===== src/rtl/log_ram_reader_if.sv =====
// Handshake bundle between log_ram_reader, the log RAM read port and the word consumer.
// The master modport is the reader; the slave modport is the RAM/consumer/control side.
interface log_ram_reader_if #(
   parameter int NB_DATA = 8,
   parameter int NB_ADDR = 4
);
   logic               i_ram_full;
   logic               i_start;
   logic               o_ram_rd_en;
   logic [NB_ADDR-1:0] o_ram_rd_addr;
   logic [NB_DATA-1:0] i_ram_rd_data;
   logic [NB_DATA-1:0] o_data;
   logic               o_valid;
   logic               i_ready;
   logic               o_busy;
   logic               o_done;
   logic               o_clear_log;

   modport master (
      input  i_ram_full, i_start, i_ram_rd_data, i_ready,
      output o_ram_rd_en, o_ram_rd_addr, o_data, o_valid, o_busy, o_done, o_clear_log
   );

   modport slave (
      output i_ram_full, i_start, i_ram_rd_data, i_ready,
      input  o_ram_rd_en, o_ram_rd_addr, o_data, o_valid, o_busy, o_done, o_clear_log
   );
endinterface


===== src/rtl/log_ram_reader.sv =====
// Drains a full log RAM word by word onto a valid/ready stream, then re-arms the log writer.
// Optional running checksum of delivered words when LOG_RAM_READER_CHECKSUM_EN is defined.
module log_ram_reader #(
   parameter int NB_DATA = 8,
   parameter int NB_ADDR = 4
) (
   input  logic               clock,
   input  logic               i_reset,
   log_ram_reader_if.master   bus
`ifdef LOG_RAM_READER_CHECKSUM_EN
   ,
   output logic [NB_DATA-1:0] o_checksum
`endif
);

   localparam logic [NB_ADDR-1:0] LAST_ADDR = '1;

   typedef enum logic [2:0] {
      IDLE,
      FETCH,
      WAIT_DATA,
      HOLD,
      DONE
   } state_t;

   state_t             state;
   state_t             state_nxt;
   logic [NB_ADDR-1:0] addr;
   logic [NB_DATA-1:0] data_q;
   logic               launch;
   logic               xfer;

   // A readout only starts from IDLE with a full RAM; start requests anywhere else are dropped.
   assign launch = (state == IDLE) && bus.i_start && bus.i_ram_full;
   assign xfer   = (state == HOLD) && bus.i_ready;

   always_ff @(posedge clock or negedge i_reset) begin
      if (!i_reset) begin
         state <= IDLE;
      end else begin
         state <= state_nxt;
      end
   end

   always_comb begin
      state_nxt = state;
      case (state)
         IDLE:      if (launch) state_nxt = FETCH;
         FETCH:     state_nxt = WAIT_DATA;
         WAIT_DATA: state_nxt = HOLD;
         HOLD: begin
            if (xfer) begin
               state_nxt = (addr == LAST_ADDR) ? DONE : FETCH;
            end
         end
         DONE:      state_nxt = IDLE;
         default:   state_nxt = IDLE;
      endcase
   end

   // Address stays on the last word after the final transfer rather than wrapping.
   always_ff @(posedge clock or negedge i_reset) begin
      if (!i_reset) begin
         addr <= '0;
      end else if (launch) begin
         addr <= '0;
      end else if (xfer && (addr != LAST_ADDR)) begin
         addr <= addr + NB_ADDR'(1);
      end
   end

   // RAM returns data one cycle after the strobe, which is the WAIT_DATA cycle.
   always_ff @(posedge clock or negedge i_reset) begin
      if (!i_reset) begin
         data_q <= '0;
      end else if (state == WAIT_DATA) begin
         data_q <= bus.i_ram_rd_data;
      end
   end

   assign bus.o_ram_rd_en   = (state == FETCH);
   assign bus.o_ram_rd_addr = addr;
   assign bus.o_data        = data_q;
   assign bus.o_valid       = (state == HOLD);
   assign bus.o_busy        = (state != IDLE);
   assign bus.o_done        = (state == DONE);
   assign bus.o_clear_log   = (state == DONE);

`ifdef LOG_RAM_READER_CHECKSUM_EN
   logic [NB_DATA-1:0] checksum_q;

   function automatic logic [NB_DATA-1:0] wrap_add(input logic [NB_DATA-1:0] a,
                                                   input logic [NB_DATA-1:0] b);
      return a + b;
   endfunction

   // Cleared when a readout launches, so the value holds from DONE until the next start.
   always_ff @(posedge clock or negedge i_reset) begin
      if (!i_reset) begin
         checksum_q <= '0;
      end else if (launch) begin
         checksum_q <= '0;
      end else if (xfer) begin
         checksum_q <= wrap_add(checksum_q, data_q);
      end
   end

   assign o_checksum = checksum_q;
`endif

endmodule


===== src/flat_wrapper.sv =====
// flat-port wrapper written by rule: the top's interface ports become plain ports
module log_ram_reader_flat 
#(
   parameter int NB_DATA = 8,
   parameter int NB_ADDR = 4
)
  (clock, i_reset, bus_i_ram_full, bus_i_start, bus_i_ram_rd_data, bus_i_ready, bus_o_ram_rd_en, bus_o_ram_rd_addr, bus_o_data, bus_o_valid, bus_o_busy, bus_o_done, bus_o_clear_log);
  log_ram_reader_if #(.NB_DATA(NB_DATA), .NB_ADDR(NB_ADDR)) bus_i ();
  input  logic clock;
  input  logic i_reset;
  input wire logic [$bits(bus_i.i_ram_full)-1:0] bus_i_ram_full;
  input wire logic [$bits(bus_i.i_start)-1:0] bus_i_start;
  input wire logic [$bits(bus_i.i_ram_rd_data)-1:0] bus_i_ram_rd_data;
  input wire logic [$bits(bus_i.i_ready)-1:0] bus_i_ready;
  output wire logic [$bits(bus_i.o_ram_rd_en)-1:0] bus_o_ram_rd_en;
  output wire logic [$bits(bus_i.o_ram_rd_addr)-1:0] bus_o_ram_rd_addr;
  output wire logic [$bits(bus_i.o_data)-1:0] bus_o_data;
  output wire logic [$bits(bus_i.o_valid)-1:0] bus_o_valid;
  output wire logic [$bits(bus_i.o_busy)-1:0] bus_o_busy;
  output wire logic [$bits(bus_i.o_done)-1:0] bus_o_done;
  output wire logic [$bits(bus_i.o_clear_log)-1:0] bus_o_clear_log;
  assign bus_i.i_ram_full = bus_i_ram_full;
  assign bus_i.i_start = bus_i_start;
  assign bus_i.i_ram_rd_data = bus_i_ram_rd_data;
  assign bus_i.i_ready = bus_i_ready;
  assign bus_o_ram_rd_en = bus_i.o_ram_rd_en;
  assign bus_o_ram_rd_addr = bus_i.o_ram_rd_addr;
  assign bus_o_data = bus_i.o_data;
  assign bus_o_valid = bus_i.o_valid;
  assign bus_o_busy = bus_i.o_busy;
  assign bus_o_done = bus_i.o_done;
  assign bus_o_clear_log = bus_i.o_clear_log;
  log_ram_reader #(.NB_DATA(NB_DATA), .NB_ADDR(NB_ADDR)) u_core (.clock(clock), .i_reset(i_reset), .bus(bus_i));
endmodule

===== config.mk =====
export PLATFORM = sky130hd
export DESIGN_NAME = log_ram_reader_flat
export DESIGN_NICKNAME = d
export VERILOG_FILES = /design/src/rtl/log_ram_reader_if.sv /design/src/rtl/log_ram_reader.sv /design/src/flat_wrapper.sv
export SDC_FILE = /design/constraint.sdc
export NUM_CORES = 1
export LEC_CHECK = 0
export ABC_CLOCK_PERIOD_IN_PS = 3900
export CORE_MARGIN = 2
export CORE_UTILIZATION = 44
export DETAILED_ROUTE_END_ITERATION = 7
export HOLD_SLACK_MARGIN = 0.03
export PLACE_DENSITY = 0.85
export SLEW_MARGIN = 20
export SYNTH_ARGS = -nofsm -noshare
export SYNTH_HDL_FRONTEND = slang
export SYNTH_SLANG_ARGS = --single-unit

===== constraint.sdc =====
create_clock -name clock -period 3.9 [get_ports clock]
set_input_delay 0.39 -clock clock [delete_from_list [all_inputs] [get_ports clock]]
set_output_delay 0.39 -clock clock [all_outputs]
set_load 0.1 [all_outputs]

# Word-level counts from Yosys, hierarchy flattened
# Index checks and enable logic that the tools add are counted.
[totals] in_bits=13 output_inout_bits=17 elab_cells=26 reg_bits=15
[classes] mux=6 reduce_logical=8 eq_ne=8 addsub=1
[op_table] cell="one-hot mux 3 bit (4 select lines)" n=1
[op_table] cell="2-to-1 mux 3 bit" n=3
[op_table] cell="2-to-1 mux 4 bit" n=2
[op_table] cell="equality test 3 x 2 -> 1 bit, second input constant" n=2
[op_table] cell="adder 4 x 1 -> 4 bit, second input constant" n=1
[op_table] cell="equality test 4 bit, second input constant" n=1
[op_table] cell="logical AND 1 bit" n=4
[op_table] cell="inequality test 2 x 1 -> 1 bit, second input constant" n=2
[op_table] cell="inequality test 4 bit, second input constant" n=1
[op_table] cell="equality test 3 x 1 -> 1 bit, second input constant" n=1
[op_table] cell="equality test 3 bit, second input constant" n=1
[op_table] cell="logical NOT 3 bit" n=1
[op_table] cell="nonzero test 3 bit" n=1
[op_table] cell="AND reduction 2 bit" n=1
[op_table] cell="nonzero test 2 bit" n=1

# Depth between registers and ports, before layout
[depth] ltp_word=5 depth_mapped=4 mapped_depth_nobuf=4

# Worst setup path after synthesis
# OpenSTA, ideal clock, no wires.
[synth_timing] kind="reg-to-output" startpoint="reg u_core.state[0]" endpoint="out bus_o_done" arrival_time_ns=3.338 setup_slack_ns=0.172 required_ns=3.510 path_buffers=2 path_stages_with_launch=4 path_cell_list="dfrtp_1 > buf_6 > nor3b_1 > buf_4"
[synth_via] elab_chain_cells=1
[synth_rtl] item="from (decl)" line="log_ram_reader.sv:26" text="state_t state;"
[synth_rtl] item="from (signal assigned)" line="log_ram_reader.sv:41" text="state <= state_nxt;"
[synth_rtl] item="equality test 3 bit"
[synth_rtl] item="to (decl)" line="flat_wrapper.sv:20" text="output wire logic [$bits(bus_i.o_done)-1:0] bus_o_done;"
# No other way between the ends.

# Worst setup path in the final report
[layout_timing] startpoint="reg u_core.state[0]" endpoint="out bus_o_done"
[layout_via] elab_chain_cells=1
[layout_rtl] item="equality test 3 bit" line="log_ram_reader.sv:86" text="assign bus.o_done = (state == DONE);"
# No other way between the ends.

==> results.md <==
- Adder-Cell Fraction of Synth Area: 0.0169
- Initial Util: 0.481
- H-tree Lvls: 1
- Crit. Startpoint: u_core.state[0]
- Final setup violation count: 0
- Clock Skew: 0.00943 ns
- Clk sinks: 15
- Antenna cells: 0
- Post-DR vias/cell: 5.34
- Root Driver: clkbuf_4
- CTS tree: built
- Largest family of logic cells by synthesized area: simple AND/OR/NAND/NOR gates
- Clock-pin slew on the worst setup and hold paths: 0.10 ns
- Simple-gate share of the synthesized area: 0.216
- Synth Area in XOR/XNOR: 0
- Area occupied by multi-input gates: 324 sq um
- # port buffers: 29
- Vias in the first global route: 554
- Worst Hold Class: in -> async
- CORE AREA: 0.00154 sq mm
- Worst-Skew Late Latency: 0.29 ns
- Final Net Count: 103
- R2r endpoint: u_core.bus.o_data[4]
- Relative slew slack: 0.337
- TritonCTS buffer count: 3
- Fillers: 119
- Startpoint types: flop
- Global-route wire length before repair: 2510 um
- Sum Neg Setup Slack: 0 ns
- Status: finished, final reports clean
- Residual DRC count: 0
- Total Routing Usage GR: 0.178
- Initial antenna violation count: 0
- Worst setup path end: bus_o_done
- Dpl ws: 1.46 ns
- Post-synthesis sequential area ratio: 0.507
- Post-synthesis compound-gate area fraction: 0.0828
- Ratio of cells with drive above 1 in the final layout: 0.205
- Placed cells: 100
- FMAX: 364 MHz
- Maxcap violations: 0
- Worst slew pin tran: 0.991 ns
- Synth Area per Inst: 12.6 sq um
- Final Non-Filler Cells: 104
- Synth unique cells: 24
- DIE AREA: 0.00203 sq mm
- RSZ-0062 raised after global routing: no
- Seq. cell area: 375 sq um
- Boundary Pins: 30
- Post-cts sizing count: 0
- Wirelength per Cell: 15.3 um
- Syn nets: 73
- Critical Path RT: 3.51 ns
- Post-CTS Hold Buffers: 0
- WL final: 1590 um
- Worst path arrival time: 2.35 ns
- Final min period: 2.74 ns
- Finished Core Util: 0.673
- Vias: 555
- Clock Path Buffers: 2
- Fin. max-slew vios: 0
- Synth warn: 0
- Syn Std Cell Area: 741 sq um
- Die height: 45.0 um
- Placer congestion estimate: 0.724
- Die Wd: 45.0 um
- Area grow syn2layout: 40.0%
- Final hold violations: 0
- Final setup margin: 1.16 ns
- Register bit count reported by yosys: 15
- Reg2reg start: u_core.state[1]
- CP Capture Type: output pin
- Crit share post-route: 0.704
- Worst r2r path cells: 2
- Grt ovf: 0
- Cell Rows: 14
- Flop-to-flop setup slack: 2.39 ns
- Setup Crit Path Kind: reg -> out
- Setup repair bufs after CTS: 0
- Maximum fanout along the worst path: 11
- Mapped Cells: 59
- Detailed Routing Iterations Pass 1: 3
- Pin count of the biggest net entering global routing: 16
- Dpl hpwl: 1200 um
- Mux contribution to synthesized area: 0.122
- Routed Antenna Nets: 0
- DR iter-0 viols: 10
==> worst min-delay path by stage <==
stage / start / end / depth (start not counted)
after floorplan: i_reset / u_core.bus.o_data[0] / 0
after global placement: u_core.bus.o_data[1] / u_core.bus.o_data[1] / 1
after detailed placement: u_core.bus.o_data[1] / u_core.bus.o_data[1] / 1
after CTS: i_reset / u_core.bus.o_data[7] / 1
after global routing: i_reset / u_core.bus.o_ram_rd_addr[3] / 1
final: i_reset / u_core.bus.o_ram_rd_addr[3] / 1
==> cell usage after synthesis (all sizes together) <==
cell type  number  area share
o31ai           1       0.010
and4b           2       0.029
nand2           2       0.010
nand4b          1       0.032
nor3b           3       0.046
nor2            2       0.010
and3b           1       0.014
ha              1       0.017
o21bai          1       0.010
o21ai           3       0.020
and3            1      0.0085
a31oi           1      0.0085
mux2            8        0.12
nor3            1      0.0068
or3             3       0.032
nand3           3       0.020
buf             4       0.056
a21oi           5       0.034
or2             1      0.0085
dfrtp          15        0.51
==> kinds of logic (layout without fill, tap and decap cells) <==
group | Yosys count | in the layout
compound gates | 11 | 11
fa+ha+maj | 1 | 1
buf+inv | 4 | 33
flops | 15 | 15
mux | 8 | 8
simple gates | 20 | 20
==> metal layers <==
| metal | vias to the layer above | GRT usage | routed length, um |
|---|---|---|---|
| met5 | - | 0 | 0 |
| met4 | 0 | 0.0706 | 16 |
| met3 | 2 | 0.0360 | 56 |
| met2 | 13 | 0.326 | 876 |
| met1 | 266 | 0.198 | 641 |
| li1 | 274 | - | - |
==> final cells by class <==
class	instances	share of cell area
Sequential cell	15	0.362
Multi-Input combinational cell	40	0.312
Timing Repair Buffer	29	0.280
Clock buffer	3	0.0217
Tap cell	16	0.0193
Clock inverter	1	0.00483
==> cells in the final DEF (no fill, tap or decap), types with 2 or more instances in the layout <==
cell / count
a21oi_1: 5
mux2_2: 8
o21ai_0: 3
or3_1: 2
dfrtp_1: 15
nand3_1: 3
clkdlybuf4s50_1: 29
nand2_1: 2
nor2_1: 2
nor3b_1: 2
clkbuf_4: 3
==> per-stage QoR <==
stage / hold WS [ns] / instance area (sq um)
finish: 0.492 / 1040
global placement: 0.489 / 1010
floorplan: 0.0944 / 741
CTS: 0.516 / 1040
global route: 0.536 / 1040
detailed placement: 0.496 / 1010
==> critical path: stages (launching register included) <==
cell             delay (ns)
dfrtp_1                0.53
nor3b_1                0.34
clkdlybuf4s50_1        1.19
==> sequential cells by signal, summed over array words and instances (netlist names) <==
signal                    cells
u_core.bus.o_data             8
u_core.state                  3
u_core.bus.o_ram_rd_addr      4
Power is left out: the tool's default activity adds up to more than one toggle a clock period on the data nets, which glitch-free logic cannot reach.
